===== src/rtl/matrix_mult_sequencer.sv =====
// matrix_mult_sequencer: loads A and B word-serially, drives an inner-product engine per (row, column) pair, streams C row-major.
module matrix_mult_sequencer #(
  parameter int N = 4,
  parameter int WORD = 32
) (
  input  logic            clk,
  input  logic            rst,
  input  logic [WORD-1:0] in_data,
  input  logic            in_stb,
  output logic            in_ack,
  output logic [WORD*N-1:0] ip_row,
  output logic            ip_row_stb,
  input  logic            ip_row_ack,
  output logic [WORD*N-1:0] ip_column,
  output logic            ip_column_stb,
  input  logic            ip_column_ack,
  input  logic [WORD-1:0] ip_out,
  input  logic            ip_out_stb,
  output logic            ip_out_ack,
  output logic [WORD-1:0] res_data,
  output logic            res_stb,
  input  logic            res_ack,
  output logic            busy
);
  localparam int NN = N * N;
  localparam int LW = $clog2(2 * NN);
  localparam int IW = $clog2(N);
  localparam int CW = $clog2(NN);
  typedef enum logic [2:0] {LOAD, ISSUE, WAIT, GAP, DRAIN} state_t;
  state_t state_q, state_d;
  logic [LW-1:0] load_cnt_q, load_cnt_d;
  logic [IW-1:0] i_q, i_d, j_q, j_d, ld_r, ld_c;
  logic [CW-1:0] idx_q, idx_d, nidx;
  logic row_seen_q, row_seen_d, col_seen_q, col_seen_d, prev_stb_q, prev_stb_d;
  logic [WORD*N-1:0] ip_row_q, ip_row_d, ip_column_q, ip_column_d;
  logic [WORD-1:0] res_data_q, res_data_d;
  logic in_ack_q, in_ack_d, stb_q, stb_d, ip_out_ack_q, ip_out_ack_d, res_stb_q, res_stb_d, busy_q, busy_d;
  logic ld_we, ld_b, c_we, row_done, col_done, last_j, last_i;
  logic [WORD-1:0] a_mem [N][N];
  logic [WORD-1:0] b_mem [N][N];
  logic [WORD-1:0] c_mem [N][N];
  assign ld_r = IW'((load_cnt_q / LW'(N)) % LW'(N));
  assign ld_c = IW'(load_cnt_q % LW'(N));
  assign ld_b = load_cnt_q >= LW'(NN);
  assign ld_we = state_q == LOAD && in_stb && in_ack_q;
  assign nidx = idx_q + CW'(1);
  assign row_done = row_seen_q | ip_row_ack;
  assign col_done = col_seen_q | ip_column_ack;
  // engine may leave ip_out_stb high between operations, so only a 0->1 edge is a new result
  assign c_we = state_q == WAIT && ip_out_stb && !prev_stb_q;
  assign last_j = j_q == IW'(N - 1);
  assign last_i = i_q == IW'(N - 1);
  always_comb begin
    state_d = state_q;
    load_cnt_d = load_cnt_q;
    i_d = i_q;
    j_d = j_q;
    idx_d = idx_q;
    row_seen_d = row_seen_q;
    col_seen_d = col_seen_q;
    prev_stb_d = ip_out_stb;
    ip_row_d = ip_row_q;
    ip_column_d = ip_column_q;
    res_data_d = res_data_q;
    case (state_q)
      LOAD: if (ld_we) begin
        load_cnt_d = load_cnt_q + LW'(1);
        if (load_cnt_q == LW'(2 * NN - 1)) begin
          state_d = ISSUE;
          load_cnt_d = '0;
          i_d = '0;
          j_d = '0;
        end
      end
      ISSUE: begin
        row_seen_d = row_done;
        col_seen_d = col_done;
        if (row_done && col_done) begin
          state_d = WAIT;
          row_seen_d = 1'b0;
          col_seen_d = 1'b0;
        end
      end
      WAIT: if (c_we) begin
        j_d = last_j ? '0 : j_q + IW'(1);
        i_d = last_j ? (last_i ? '0 : i_q + IW'(1)) : i_q;
        state_d = last_i && last_j ? DRAIN : GAP;
        if (last_i && last_j) begin
          idx_d = '0;
          res_data_d = c_mem[0][0];
        end
      end
      GAP: state_d = ISSUE;
      DRAIN: if (res_ack) begin
        idx_d = nidx;
        res_data_d = c_mem[IW'(nidx / CW'(N))][IW'(nidx % CW'(N))];
        if (idx_q == CW'(NN - 1)) begin
          state_d = LOAD;
          idx_d = '0;
          load_cnt_d = '0;
        end
      end
      default: state_d = LOAD;
    endcase
    // operand registers are loaded once on ISSUE entry so they hold while strobes are up
    if (state_d == ISSUE && state_q != ISSUE)
      for (int k = 0; k < N; k++) begin
        ip_row_d[WORD*k +: WORD] = a_mem[i_d][k];
        ip_column_d[WORD*k +: WORD] = b_mem[k][j_d];
      end
    in_ack_d = state_d == LOAD;
    stb_d = state_d == ISSUE;
    ip_out_ack_d = state_d == ISSUE || state_d == WAIT;
    res_stb_d = state_d == DRAIN;
    busy_d = state_d != LOAD;
  end
  always_ff @(posedge clk or negedge rst) begin
    if (!rst) begin
      state_q <= LOAD;
      load_cnt_q <= '0;
      i_q <= '0;
      j_q <= '0;
      idx_q <= '0;
      row_seen_q <= 1'b0;
      col_seen_q <= 1'b0;
      prev_stb_q <= 1'b0;
      ip_row_q <= '0;
      ip_column_q <= '0;
      res_data_q <= '0;
      in_ack_q <= 1'b1;
      stb_q <= 1'b0;
      ip_out_ack_q <= 1'b0;
      res_stb_q <= 1'b0;
      busy_q <= 1'b0;
    end else begin
      state_q <= state_d;
      load_cnt_q <= load_cnt_d;
      i_q <= i_d;
      j_q <= j_d;
      idx_q <= idx_d;
      row_seen_q <= row_seen_d;
      col_seen_q <= col_seen_d;
      prev_stb_q <= prev_stb_d;
      ip_row_q <= ip_row_d;
      ip_column_q <= ip_column_d;
      res_data_q <= res_data_d;
      in_ack_q <= in_ack_d;
      stb_q <= stb_d;
      ip_out_ack_q <= ip_out_ack_d;
      res_stb_q <= res_stb_d;
      busy_q <= busy_d;
    end
  end
  always_ff @(posedge clk) begin
    if (ld_we && !ld_b) a_mem[ld_r][ld_c] <= in_data;
    if (ld_we && ld_b) b_mem[ld_r][ld_c] <= in_data;
    if (c_we) c_mem[i_q][j_q] <= ip_out;
  end
  assign in_ack = in_ack_q;
  assign ip_row = ip_row_q;
  assign ip_column = ip_column_q;
  assign ip_row_stb = stb_q;
  assign ip_column_stb = stb_q;
  assign ip_out_ack = ip_out_ack_q;
  assign res_data = res_data_q;
  assign res_stb = res_stb_q;
  assign busy = busy_q;
endmodule


===== config.mk =====
export PLATFORM = sky130hd
export DESIGN_NAME = matrix_mult_sequencer
export DESIGN_NICKNAME = d
export VERILOG_FILES = /design/src/rtl/matrix_mult_sequencer.sv
export SDC_FILE = /design/constraint.sdc
export NUM_CORES = 2
export LEC_CHECK = 0
export BUFFER_PORTS_ARGS = -buffer_cell sky130_fd_sc_hd__buf_2
export CORE_MARGIN = 1.5
export CORE_UTILIZATION = 25
export CTS_CLUSTER_DIAMETER = 200
export CTS_CLUSTER_SIZE = 30
export DETAILED_ROUTE_END_ITERATION = 6
export HOLD_SLACK_MARGIN = 0.03
export SYNTH_ARGS = -nofsm -noshare
export SYNTH_HDL_FRONTEND = slang
export SYNTH_SLANG_ARGS = --single-unit

===== constraint.sdc =====
create_clock -name clk -period 3.3 [get_ports clk]
set_input_delay 0.66 -clock clk [delete_from_list [all_inputs] [get_ports clk]]
set_output_delay 0.66 -clock clk [all_outputs]
set_load 0.005 [all_outputs]

==> flow_summary.ini <==
[sta]
grt_setup_unrepaired = true
drv_slew = 0
whs_ps = 228
period_share_pct = 95.1
worst_pin_slew_ps = 1120
clock.fmax_ghz = 0.319
fin_tns_setup_ps = 0
relSlewSlack_pct = 25.7
setup_ws_ps = 162
finalHoldViolations = 0
period_needed_ps = 3140
setup_viol = 0
skew_ps = 41.3

[worst_setup_path]
cpPeakStageDelay_ps = 440
worstPathArrival_ps = 3760
reg2regPathDepth = 10
critPathBufInv = 1
cpMaxStageDelayCell = dfrtp_2
cp-end-kind = flip-flop
rr_endpoint = ip_row[53]
timing.rr.start = load_cnt_q[0]
critPathRequiredTime_ps = 3920
path_cells = ha_1 > and3_1 > ha_1 > nand4b_1 > o2bb2a_4 > a22o_4 > buf_12 > mux2_4 > a22oi_1 > o21ai_1
worst-path-max-fanout = 57
cpMostUsedCell = ha_1
crit_type = reg -> reg
crit_path_start_kind = flip-flop
rrSetupSlack_ps = 160
cp_num_cells = 10
path_delay_family = compound AO/OA/AOI/OAI gates

[cts]
cts_tree = done
cts-buffers-inserted = 72
clk_path_buf_depth = 3
clock_latency_ps = 770
clock-sinks = 1848
cts-htree-levels = 3
clock_tree.root_cell = clkbuf_16
path_clk_slew_ps = 130

[floorplan]
die_h_um = 549
die_w_um = 549
row_count = 200
start_util_pct = 25.1
dieArea_mm2 = 0.301
pin_count = 365
core-area_mm2 = 0.297

[layout]
final_common_cell = edfxtp_1
area_growth_pct = 13.5
post-route-util_pct = 28.5
stdcell_count = 9562
finalNetCount = 5640
drive_above_1_share_pct = 14.3
final_cell_area_mm2 = 0.0845
final_cell_mix = 1536 x edfxtp_1, 729 x nand2_1, 527 x nor2_1

[min_path]
min_from = ip_column_ack
whs_endpoint = col_seen_q
whs_path_depth = 3
hold_class = in -> reg

[route]
postRouteWirelength_mm = 234
first_pass_iters = 6
drt_first_iter_violations = 5437
routedWlPerCell_um = 24.5
via_per_inst = 5.04
route.vias.total = 48200
postRouteAntennaNets = 0
drc = 0

[placement]
gp_congestion = 0.789
port-buffer-count = 364
dpl-instance-area_mm2 = 0.0822
placed_cells = 9414
place_ws_ps = 94.9
hpwl_mm = 133

[grt]
grt_pass1_vias = 46700
antenna_found_initial = 28
grt_max_degree = 162
grt_pass1_wl_mm = 332
grt_overflow_total = 0
grt_usage_pct = 14.9

[synth]
syn-num-nets = 5450
synthArstFlopShare_pct = 16.9
yosysUniqueCellTypes = 52
seq_area_frac_synth_pct = 72.4
ys_ff_latch = 1848
yosys.area.top_type_share_pct = 61.9
synth_ff_type = edfxtp_1
yosys_warnings = 0
synth_edf_count = 1536
syn_area_mm2 = 0.0745
synth_area_leader_cell = edfxtp_1
syn-instance-count = 5365
avgSynthCellArea_um2 = 13.9
synthTopCellsByArea = edfxtp_1 62%, dfrtp_1 10%, nand2_1 3.7%

[pwr]
ir_worst_vdd_mv = 0.583
power_mw = 55.2
p_per_area_mw_per_mm2 = 653
p_leak_nw = 28.4

[outcome]
status = finished, final reports clean

[run]
drv_cap = 0
[metal layers]
| layer | GRT usage (%) | share of wire, % | vias up |
|---|---|---|---|
| met1 | 19.9 | 41 | 24900 |
| met2 | 22.7 | 45 | 2137 |
| met5 | 0 | 0.050 | - |
| met4 | 3.99 | 2.6 | 20 |
| met3 | 5.36 | 11 | 285 |
| li1 | - | - | 20800 |
[cells by family (layout without fill, tap and decap cells)]
kind of cell / count (synthesis) / count (layout) / share of synthesized area [%]
adders and majority gates: 14 / 14 / 0.235
and+or+nand+nor: 1508 / 1508 / 8.12
muxes: 289 / 289 / 4.55
AOI/OAI and AO/OA: 1278 / 1278 / 12.3
other: 0 / 13 / 0
DFF: 1848 / 1848 / 72.4
buffers and inverters: 424 / 669 / 2.40
xor gates and xnor gates: 4 / 4 / 0.0470
[area by class of cell]
cell class,instances,area [um2]
fillers,29900,212000
diodes,13,32.5
multi-input cells,3093,19200
well taps,3939,4930
inverters,14,55.1
clock buffers,119,1980
flip-flops and latches,1848,53900
clock inverters,10,216
repair buffers,526,4220
[flip-flops by register name, summed over array words and instances (netlist names), 3 cells and up]
signal      flops
state_q         3
res_data       32
idx_q           4
load_cnt_q      5
ip_column     128
ip_row        128
c_mem         512
a_mem         512
b_mem         512
[tightest hold or removal path: stages]
cell and delay [ps]:
buf_2 90, a31oi_1 80, nor2_1 100
[synth_stat cells (2+ instances only)]
master,instances
o22ai_1,127
nor4_1,2
dfrtp_1,311
o21ai_0,210
ha_1,14
nand2b_1,7
buf_1,19
o221ai_1,256
and3_1,52
a31oi_1,68
o31ai_1,3
mux2_4,89
mux2_2,39
or3_1,2
and2_1,8
nor3_1,4
xor2_1,2
a21oi_1,34
nand2_1,733
mux2i_1,161
xnor2_1,2
a22oi_1,129
buf_2,82
nand3_1,131
buf_4,6
a32oi_1,63
or2_2,3
edfxtp_1,1536
o21ai_1,90
o22a_1,32
a22o_1,2
buf_6,10
clkbuf_1,293
o31a_1,128
inv_1,14
o21a_1,2
nor2_1,559
o211ai_1,128
[how the worst max path moves through the flow]
stage,startpoint,endpoint
5_1_grt,load_cnt_q[0],ip_row[25]
2_1_floorplan,state_q[2],a_mem[0][100]
4_1_cts,load_cnt_q[0],ip_column[118]
6_report,load_cnt_q[0],ip_row[53]
3_3_place_gp,ip_out_stb,ip_column[78]
3_5_place_dp,load_cnt_q[0],ip_column[86]
[timing repair]
item                       in CTS  in global routing
hold buffers                    2                  0
setup buffers                   0                  2
hold endpoints to repair       55                  0
resized for setup               0                  6
setup endpoints to repair       0                144
[power by group]
part / total, mW / switching (mW) / internal [mW]
registers: 28.8 / 1.48 / 27.3
logic: 14.7 / 9.13 / 5.62
clock network: 11.7 / 7.35 / 4.32
Power figures use the tool's default switching activity.
